File: src/rtl/mmt_rst_seq_if.sv
// Control/status bundle for the reset release sequencer: soft-reset request,
// per-domain release stalls, and the sequenced per-domain resets with status.
interface mmt_rst_seq_if #(
  parameter int NumDomains = 4
);
  logic                  sw_rst_req;
  logic [NumDomains-1:0] domain_hold;
  logic [NumDomains-1:0] rstn_out;
  logic                  seq_busy;
  logic                  seq_done;

  modport master (
    output sw_rst_req,
    output domain_hold,
    input  rstn_out,
    input  seq_busy,
    input  seq_done
  );

  modport slave (
    input  sw_rst_req,
    input  domain_hold,
    output rstn_out,
    output seq_busy,
    output seq_done
  );
endinterface

File: src/rtl/mmt_rst_seq.sv
// Reset release sequencer: synchronizes rstn and releases domain resets in ascending order.
// Define MMT_RST_SEQ_REV_ASSERT_EN to make soft reset drop domains in reverse order.
module mmt_rst_seq #(
  parameter int NumDomains = 4,
  parameter int SyncStages = 2,
  parameter int GapCycles  = 16,
  parameter int HoldCycles = 8
) (
  input logic          clk,
  input logic          rstn,
  mmt_rst_seq_if.slave bus
);

  localparam int MaxCnt = (GapCycles > HoldCycles) ? GapCycles : HoldCycles;
  localparam int CntW   = $clog2(MaxCnt) + 1;
  localparam int IdxW   = (NumDomains > 1) ? $clog2(NumDomains) : 1;

  typedef enum logic [2:0] {
    RST,
    SEQ,
    DONE,
    DROP,
    ASSERT
  } state_t;

  state_t                state_q, state_d;
  logic [CntW-1:0]       cnt_q, cnt_d;
  logic [IdxW-1:0]       idx_q, idx_d;
  logic                  pend_q, pend_d;
  logic [NumDomains-1:0] rout_q, rout_d;
  logic                  busy_q, busy_d;
  logic                  done_q, done_d;

  // The state register leaving RST acts as the final synchronizer stage,
  // so only SyncStages-1 plain flops precede it.
  logic [SyncStages-2:0] sync_q;

  always_ff @(posedge clk or negedge rstn) begin
    if (!rstn) begin
      sync_q <= '0;
    end else begin
      sync_q[0] <= 1'b1;
      for (int i = 1; i < SyncStages - 1; i++) begin
        sync_q[i] <= sync_q[i-1];
      end
    end
  end

  always_ff @(posedge clk or negedge rstn) begin
    if (!rstn) begin
      state_q <= RST;
      cnt_q   <= '0;
      idx_q   <= '0;
      pend_q  <= 1'b0;
      rout_q  <= '0;
      busy_q  <= 1'b1;
      done_q  <= 1'b0;
    end else begin
      state_q <= state_d;
      cnt_q   <= cnt_d;
      idx_q   <= idx_d;
      pend_q  <= pend_d;
      rout_q  <= rout_d;
      busy_q  <= busy_d;
      done_q  <= done_d;
    end
  end

  always_comb begin
    state_d = state_q;
    cnt_d   = cnt_q;
    idx_d   = idx_q;
    pend_d  = pend_q;
    rout_d  = rout_q;

    case (state_q)
      RST: begin
        if (sync_q[SyncStages-2]) begin
          state_d = SEQ;
        end
      end

      SEQ: begin
        if (bus.sw_rst_req) begin
          pend_d = 1'b1;
        end
        if (!bus.domain_hold[idx_q]) begin
          if (cnt_q == CntW'(GapCycles - 1)) begin
            rout_d[idx_q] = 1'b1;
            cnt_d         = '0;
            if (idx_q == IdxW'(NumDomains - 1)) begin
              idx_d   = '0;
              state_d = DONE;
            end else begin
              idx_d = idx_q + 1'b1;
            end
          end else begin
            cnt_d = cnt_q + 1'b1;
          end
        end
      end

      // A request that arrived while sequencing is honoured here, one cycle after DONE.
      DONE: begin
        if (bus.sw_rst_req || pend_q) begin
          pend_d = 1'b0;
          cnt_d  = '0;
`ifdef MMT_RST_SEQ_REV_ASSERT_EN
          rout_d[NumDomains-1] = 1'b0;
          idx_d                = IdxW'(NumDomains - 1);
          state_d              = (NumDomains > 1) ? DROP : ASSERT;
`else
          rout_d  = '0;
          idx_d   = '0;
          state_d = ASSERT;
`endif
        end
      end

`ifdef MMT_RST_SEQ_REV_ASSERT_EN
      DROP: begin
        if (bus.sw_rst_req) begin
          pend_d = 1'b1;
        end
        if (cnt_q == CntW'(GapCycles - 1)) begin
          rout_d[idx_q - 1'b1] = 1'b0;
          idx_d                = idx_q - 1'b1;
          cnt_d                = '0;
          if (idx_q == IdxW'(1)) begin
            state_d = ASSERT;
          end
        end else begin
          cnt_d = cnt_q + 1'b1;
        end
      end
`endif

      ASSERT: begin
        if (bus.sw_rst_req) begin
          pend_d = 1'b1;
        end
        if (cnt_q == CntW'(HoldCycles - 1)) begin
          cnt_d   = '0;
          idx_d   = '0;
          state_d = SEQ;
        end else begin
          cnt_d = cnt_q + 1'b1;
        end
      end

      default: begin
        state_d = RST;
      end
    endcase

    busy_d = (state_d != DONE);
    done_d = (state_d == DONE);
  end

  assign bus.rstn_out = rout_q;
  assign bus.seq_busy = busy_q;
  assign bus.seq_done = done_q;

endmodule

File: src/flat_wrapper.sv
// flat-port wrapper written by rule: the top's interface ports become plain ports
module mmt_rst_seq_flat 
#(
  parameter int NumDomains = 4,
  parameter int SyncStages = 2,
  parameter int GapCycles  = 16,
  parameter int HoldCycles = 8
)
  (clk, rstn, bus_sw_rst_req, bus_domain_hold, bus_rstn_out, bus_seq_busy, bus_seq_done);
  mmt_rst_seq_if #(.NumDomains(NumDomains)) bus_i ();
  input logic clk;
  input logic rstn;
  input wire logic [$bits(bus_i.sw_rst_req)-1:0] bus_sw_rst_req;
  input wire logic [$bits(bus_i.domain_hold)-1:0] bus_domain_hold;
  output wire logic [$bits(bus_i.rstn_out)-1:0] bus_rstn_out;
  output wire logic [$bits(bus_i.seq_busy)-1:0] bus_seq_busy;
  output wire logic [$bits(bus_i.seq_done)-1:0] bus_seq_done;
  assign bus_i.sw_rst_req = bus_sw_rst_req;
  assign bus_i.domain_hold = bus_domain_hold;
  assign bus_rstn_out = bus_i.rstn_out;
  assign bus_seq_busy = bus_i.seq_busy;
  assign bus_seq_done = bus_i.seq_done;
  mmt_rst_seq #(.NumDomains(NumDomains), .SyncStages(SyncStages), .GapCycles(GapCycles), .HoldCycles(HoldCycles)) u_core (.clk(clk), .rstn(rstn), .bus(bus_i));
endmodule
File: config.mk
export PLATFORM = sky130hd
export DESIGN_NAME = mmt_rst_seq_flat
export DESIGN_NICKNAME = d
export VERILOG_FILES = /design/src/rtl/mmt_rst_seq_if.sv /design/src/rtl/mmt_rst_seq.sv /design/src/flat_wrapper.sv
export SDC_FILE = /design/constraint.sdc
export NUM_CORES = 1
export LEC_CHECK = 0
export ABC_AREA = 1
export CORE_UTILIZATION = 54
export DETAILED_ROUTE_END_ITERATION = 16
export HOLD_SLACK_MARGIN = 0.08
export MAX_ROUTING_LAYER = met4
export PLACE_DENSITY_LB_ADDON = 0.12
export SYNTH_ARGS = -nofsm -noshare
export SYNTH_HDL_FRONTEND = slang
export SYNTH_SLANG_ARGS = --single-unit
File: constraint.sdc
create_clock -name clk -period 1.9 [get_ports clk]
set_input_delay 0.19 -clock clk [delete_from_list [all_inputs] [get_ports clk]]
set_output_delay 0.19 -clock clk [all_outputs]
set_load 0.005 [all_outputs]
# Word-level counts from Yosys, hierarchy flattened
# Cells that the tools add are included.
[classes]
n_addsub = 2
order_cmp = 2
n_eq_ne = 13
muxes = 29
bitwise_logic = 1
reduce_logical = 11
[ops]
columns = ["cell", "n"]
rows = [
  ["two-way mux 5 bit", 4],
  ["two-way mux 3 bit", 6],
  ["one-hot mux 5 bit (3 select lines)", 1],
  ["two-way mux 4 bit", 3],
  ["one-hot mux 3 bit (4 select lines)", 1],
  ["two-way mux 2 bit", 5],
  ["inequality test 2 x 1 -> 1 bit (second input constant)", 4],
  ["one-hot mux 4 bit (2 select lines)", 1],
  ["== test 3 x 2 -> 1 bit (second input constant)", 2],
  ["one-hot mux 2 bit (3 select lines)", 1],
  ["AND reduction 3 bit", 2],
  ["adder 5 x 1 -> 5 bit (second input constant)", 1],
  ["== test 5 x 3 -> 1 bit (second input constant)", 1],
  ["== test 5 x 4 -> 1 bit (second input constant)", 1],
  ["AND reduction 5 bit", 1],
  ["two-way mux 1 bit", 4],
  ["bitwise OR 4 bit", 1],
  ["AND reduction 4 bit", 1],
  ["nonzero test 2 bit", 2],
  ["== test 3 x 1 -> 1 bit (second input constant)", 1],
  ["== test 3 bit (second input constant)", 1],
  ["zero test 3 bit", 1],
  ["< comparator 2 x 3 -> 1 bit (second input constant)", 1],
  ["inequality test 3 x 2 -> 1 bit (second input constant)", 1],
  ["other kinds (11)", 11],
]
[word_totals]
register_bits = 18
output_inout_bits = 6
word_cells = 66

# Longest topological paths before layout
# Gate-level depths: netlist of the first run.
[logic_depth]
ltp_word = 8
depth_mapped = 9
depth_no_buf = 9

# Least setup slack after synthesis of the first run
# No wires, ideal clock.
[synth_path]
path_kind = "reg-to-reg"
from = "reg u_core.cnt_q[0]"
to = "reg u_core.rout_q[0] (netlist: u_core.bus.rstn_out[0])"
setup_time_ns = 0.065
t_arrival_ns = 1.387
t_required_ns = 1.835
setup_slack_ns = 0.449
stages_incl_launch_ff = 10
period_less_slack_ns = 1.451
cell_sequence = "dfrtp_1 -> ha_1 -> nand2_1 -> nor2_1 -> ha_1 -> o21ai_0 -> inv_2 -> nand3_2 -> nand2_1 -> nand2_1"
[synth_via]
elab_chain_len = 3
[synth_lines]
columns = ["element", "line", "rtl"]
rows = [
  ["start: declaration", "mmt_rst_seq.sv:27", "logic [CntW-1:0] cnt_q, cnt_d;"],
  ["start signal: assignment", "mmt_rst_seq.sv:60", "cnt_q <= cnt_d;"],
  ["== test 5 x 4 -> 1 bit", "mmt_rst_seq.sv:88", "if (cnt_q == CntW'(GapCycles - 1)) begin"],
  ["inequality test 2 x 1 -> 1 bit (no line)", "n/a", ""],
  ["AND reduction 4 bit (no line)", "n/a", ""],
  ["end signal: assignment", "mmt_rst_seq.sv:63", "rout_q <= rout_d;"],
  ["end: declaration", "mmt_rst_seq.sv:30", "logic [NumDomains-1:0] rout_q, rout_d;"],
]
# Every way passes these cells.
# A chain may end at the register's enable or synchronous reset.

# Worst setup path in the final report of the first run
[layout_path]
from = "reg u_core.cnt_q[0]"
to = "reg u_core.idx_q[1]"
[layout_via]
elab_chain_len = 3
elab_cells_between_ends = 5
cone_classes = "eq/ne: 4; reduce/logical: 1"
[layout_lines]
columns = ["element", "line", "rtl"]
rows = [
  ["== test 5 x 3 -> 1 bit / == test 5 x 4 -> 1 bit (equally long branches)", "mmt_rst_seq.sv:142, mmt_rst_seq.sv:88", ""],
  ["inequality test 2 x 1 -> 1 bit (no line)", "n/a", ""],
  ["AND reduction 5 bit (no line) *", "n/a", ""],
  ["end signal: assignment", "mmt_rst_seq.sv:61", "idx_q <= idx_d;"],
  ["end: declaration", "mmt_rst_seq.sv:28", "logic [IdxW-1:0] idx_q, idx_d;"],
]
# Mark *: on every way between the ends. The rest lies on a longest branch, timed or not.

==> summary.md, run 1 <==
| Metric | Value |
|---|---|
| Resized Gates After CTS | `0` |
| GRT Resource Usage Total | `0.232` |
| Floorplan die height | `47.1 µm` |
| Count of yosys warnings during synthesis | `0` |
| Area share of the largest cell type after synthesis | `0.387` |
| Synth cell count leaders | `38 x sky130_fd_sc_hd__nand2_1, 20 x sky130_fd_sc_hd__inv_1, 17 x sky130_fd_sc_hd__dfrtp_1` |
| Vias in the first global route | `827` |
| Unrepaired setup endpoints after global routing | `false` |
| Ratio of total power to cell area | `1260 mW/mm²` |
| Diode insertion count for antenna repair | `0` |
| Synth async-reset ratio | `1.00` |
| Vias | `906` |
| Comb pwr share | `0.500` |
| Leading area contributor after synthesis | `sky130_fd_sc_hd__dfrtp_1` |
| Number of distinct library cells after synthesis | `22` |
| CTS tree | `built` |
| Number of hold violations in the final report | `0` |
| Die outline width | `47.1 µm` |
| Synthesized instance count | `143` |
| Part of the power in registers | `0.376` |
| Gp weighted congestion | `0.919` |
| Number of nets still failing antenna checks after routing | `0` |
| Detailed-route vias per instance | `4.92` |
| Int Power | `898 µW` |
| Total negative slack | `0 ns` |
| Crit path kind | `reg -> reg` |
| Required time of the critical path | `2.09 ns` |
| Total I/O pin count | `13` |
| Post-route DRC violation count | `0` |
| Hpwl dp | `1660 µm` |
| Count of input and output buffers | `12` |
| Number of nets in the final layout | `174` |
| Result of the run | `finished, final reports clean` |
| First-pass GRT wire length | `3480 µm` |
| Min Tclk post-route | `1.62 ns` |
| Clock transition time at the flip-flop clock pins of the worst setup and hold paths | `0.10 ns` |
| Cell chosen for the clock root | `sky130_fd_sc_hd__clkbuf_4` |
| Worst slack, placed | `0.291 ns` |
| Critical R2R Launch | `u_core.cnt_q[0]$_DFFE_PN0P_` |
| Final Slew Violations | `0` |
| Top-count cell post-synth | `sky130_fd_sc_hd__nand2_1` |
| Proportion of power drawn by the clock network | `0.124` |
| Most instantiated flip-flop cell in the synthesis netlist | `sky130_fd_sc_hd__dfrtp_1` |
| Cells taking the most area after synthesis | `sky130_fd_sc_hd__dfrtp_1 39%, sky130_fd_sc_hd__nand2_1 13%, sky130_fd_sc_hd__ha_1 8.0%` |
| Tightest Hold Check Type | `in -> async` |
| Overflow left after global routing | `0` |
| Slack of the worst reg-to-reg path | `0.28 ns` |
| Post-route fraction of the period consumed by the critical path | `0.850` |
| Number of buffers created by CTS | `3` |
| Worst setup margin | `0.285 ns` |
| Bufs on Longest Clock Path | `2` |
| Clock Sink Count | `18` |
| Placement Rows | `15` |
| Register bit total from synthesis | `18` |
| Number of hold buffers added after CTS | `0` |
| Number of enable flip-flop cells after synthesis | `0` |
| Switching power of the nets | `702 µW` |
| Leakage Power | `0.000676 µW` |
| Initial drt markers | `12` |
| Endpoint of the worst-slack reg-to-reg timing path | `u_core.idx_q[1]$_DFFE_PN0P_` |
| Kind of start point of the critical path | `flip-flop` |
| Cell area after synthesis | `0.00110 mm²` |
| Initial antenna violation count | `0` |
| Worst-case vdd ir drop | `809 µV` |
| Fmax | `0.619 GHz` |
| Kind of capture point of the worst setup path | `flip-flop` |
| Layout overhead on the synthesized area | `15.8%` |
| Clock latency on the worst-skew pair | `0.29 ns` |
| Core area | `0.00182 mm²` |
| Crit-path max FO | `5` |
| Share of total power consumed by net switching | `0.439` |
| Post-route clock skew | `0.00472 ns` |
| Reg2reg path depth | `9` |
| H-tree Lvls | `1` |
| Post-CTS Repair Setup Buffers | `0` |
| Synth Area per Inst | `7.69 µm²` |
| Max-cap violations | `0` |
| WL final | `2020 µm` |
| Syn Nets | `157` |
| Share of final-layout standard cells stronger than drive strength 1 | `0.126` |
| Share of the yosys chip area belonging to registers | `0.411` |
| CP Data Arrival Time | `1.80 ns` |
| Maximum number of pins on one net before global-route repair | `19` |
| Routed WL per cell | `11.0 µm` |
| Number of setup violations in the final report | `0` |
| Number of optimization iterations in the first detailed-route pass | `4` |
| Floorplan die area | `0.00222 mm²` |
| Initial Utilization | `0.604` |
## sequential cells by signal (all words and copies together), names as in the netlist
signal               cells
u_core.bus.rstn_out      4
u_core.bus.seq_busy      1
u_core.bus.seq_done      1
u_core.cnt_q             5
u_core.idx_q             2
u_core.pend_q            1
u_core.state_q           3
u_core.sync_q            1
## per-layer routing
metal | share of wire | vias up | GRT usage
met5 | 0 | - | -
met4 | 0.019 | 0 | 0.0914
met3 | 0.023 | 6 | 0.0308
met2 | 0.47 | 10 | 0.356
met1 | 0.49 | 412 | 0.311
li1 | - | 478 | -
## cell type report
| cell class | instances | area, µm² |
|---|---|---|
| clock buffers | 4 | 26.3 |
| repair buffers | 13 | 128 |
| fillers | 158 | 547 |
| flip-flops and latches | 18 | 452 |
| multi-input cells | 100 | 547 |
| well taps | 25 | 31.3 |
| inverters | 24 | 90.1 |
## logic make-up (layout without fill, tap and decap cells)
logic type      count (synthesis)  count (layout)  share of synthesized area
simple gates                   75              75                      0.322
fa+ha+maj                       7               7                     0.0796
flops                          18              18                      0.411
xor+xnor                        2               2                     0.0159
other cells                     1               1                    0.00341
buf+inv                        25              41                     0.0921
compound gates                 15              15                     0.0762
## metrics by stage
stage / cells / util / area, µm² / hold WS [ns] / total power, µW
3_3_place_gp: 180 / 0.685 / 1250 / 0.470 / 1380
2_1_floorplan: 143 / - / 1100 / -0.106 / 1170
3_5_place_dp: 180 / 0.685 / 1250 / 0.474 / 1410
4_1_cts: 184 / 0.700 / 1270 / 0.214 / 1610
5_1_grt: 184 / 0.700 / 1270 / 0.246 / 1780
6_report: 184 / 0.700 / 1270 / 0.207 / 1600
## critical path, cell delays in order (launching register included)
cell	delay (ns)
sky130_fd_sc_hd__dfrtp_1	0.38
sky130_fd_sc_hd__ha_1	0.19
sky130_fd_sc_hd__nand2_1	0.08
sky130_fd_sc_hd__nor2_1	0.14
sky130_fd_sc_hd__ha_1	0.24
sky130_fd_sc_hd__nor2_1	0.07
sky130_fd_sc_hd__nor2_1	0.18
sky130_fd_sc_hd__nand3_1	0.12
sky130_fd_sc_hd__nand2_1	0.07
sky130_fd_sc_hd__nand2_1	0.04
## worst max-delay path by stage
stage / from / endpoint / slack, ns / depth (start not counted)
after floorplan: u_core.cnt_q[0]$_DFFE_PN0P_ / u_core.bus.rstn_out[0]$_DFFE_PN0P_ / 0.45 / 9
after global placement: u_core.cnt_q[0]$_DFFE_PN0P_ / u_core.bus.rstn_out[0]$_DFFE_PN0P_ / 0.36 / 9
after detailed placement: u_core.cnt_q[0]$_DFFE_PN0P_ / u_core.idx_q[1]$_DFFE_PN0P_ / 0.29 / 9
after CTS: u_core.cnt_q[0]$_DFFE_PN0P_ / u_core.idx_q[1]$_DFFE_PN0P_ / 0.27 / 9
after global routing: u_core.cnt_q[0]$_DFFE_PN0P_ / u_core.idx_q[0]$_DFFE_PN0P_ / 0.06 / 9
final: u_core.cnt_q[0]$_DFFE_PN0P_ / u_core.idx_q[1]$_DFFE_PN0P_ / 0.28 / 9
## power groups by stage
| stage | Sequential (µW) | Combinational, µW | Clock [µW] |
|---|---|---|---|
| detailed placement | 610 | 802 | 0 |
| CTS | 603 | 805 | 200 |
| global placement | 604 | 781 | 0 |
| finish | 602 | 801 | 198 |
| global route | 621 | 944 | 212 |
| floorplan | 586 | 588 | 0 |
## placed cells by master (no fill, tap or decap), drive strengths merged, types with 2 or more instances in the layout
cell type and n:
clkdlybuf4s50 12, nand3 18, inv 24, nor2 13
o21ai 13, clkbuf 4, ha 7, nand2 41
nand4 2, dfrtp 17, xor2 2
No activity file was read; power rests on OpenSTA's default activity.
==> run 2: changes to the inputs <==
--- a/config.mk
+++ b/config.mk
@@ -7,6 +7,7 @@
 export LEC_CHECK = 0
 export ABC_AREA = 1
 export CORE_UTILIZATION = 54
+export CTS_CLUSTER_DIAMETER = 120
 export DETAILED_ROUTE_END_ITERATION = 16
 export HOLD_SLACK_MARGIN = 0.08
 export MAX_ROUTING_LAYER = met4
==> results of run 2 <==
No change in the layout: final DEF, timing and power equal those of run 1.
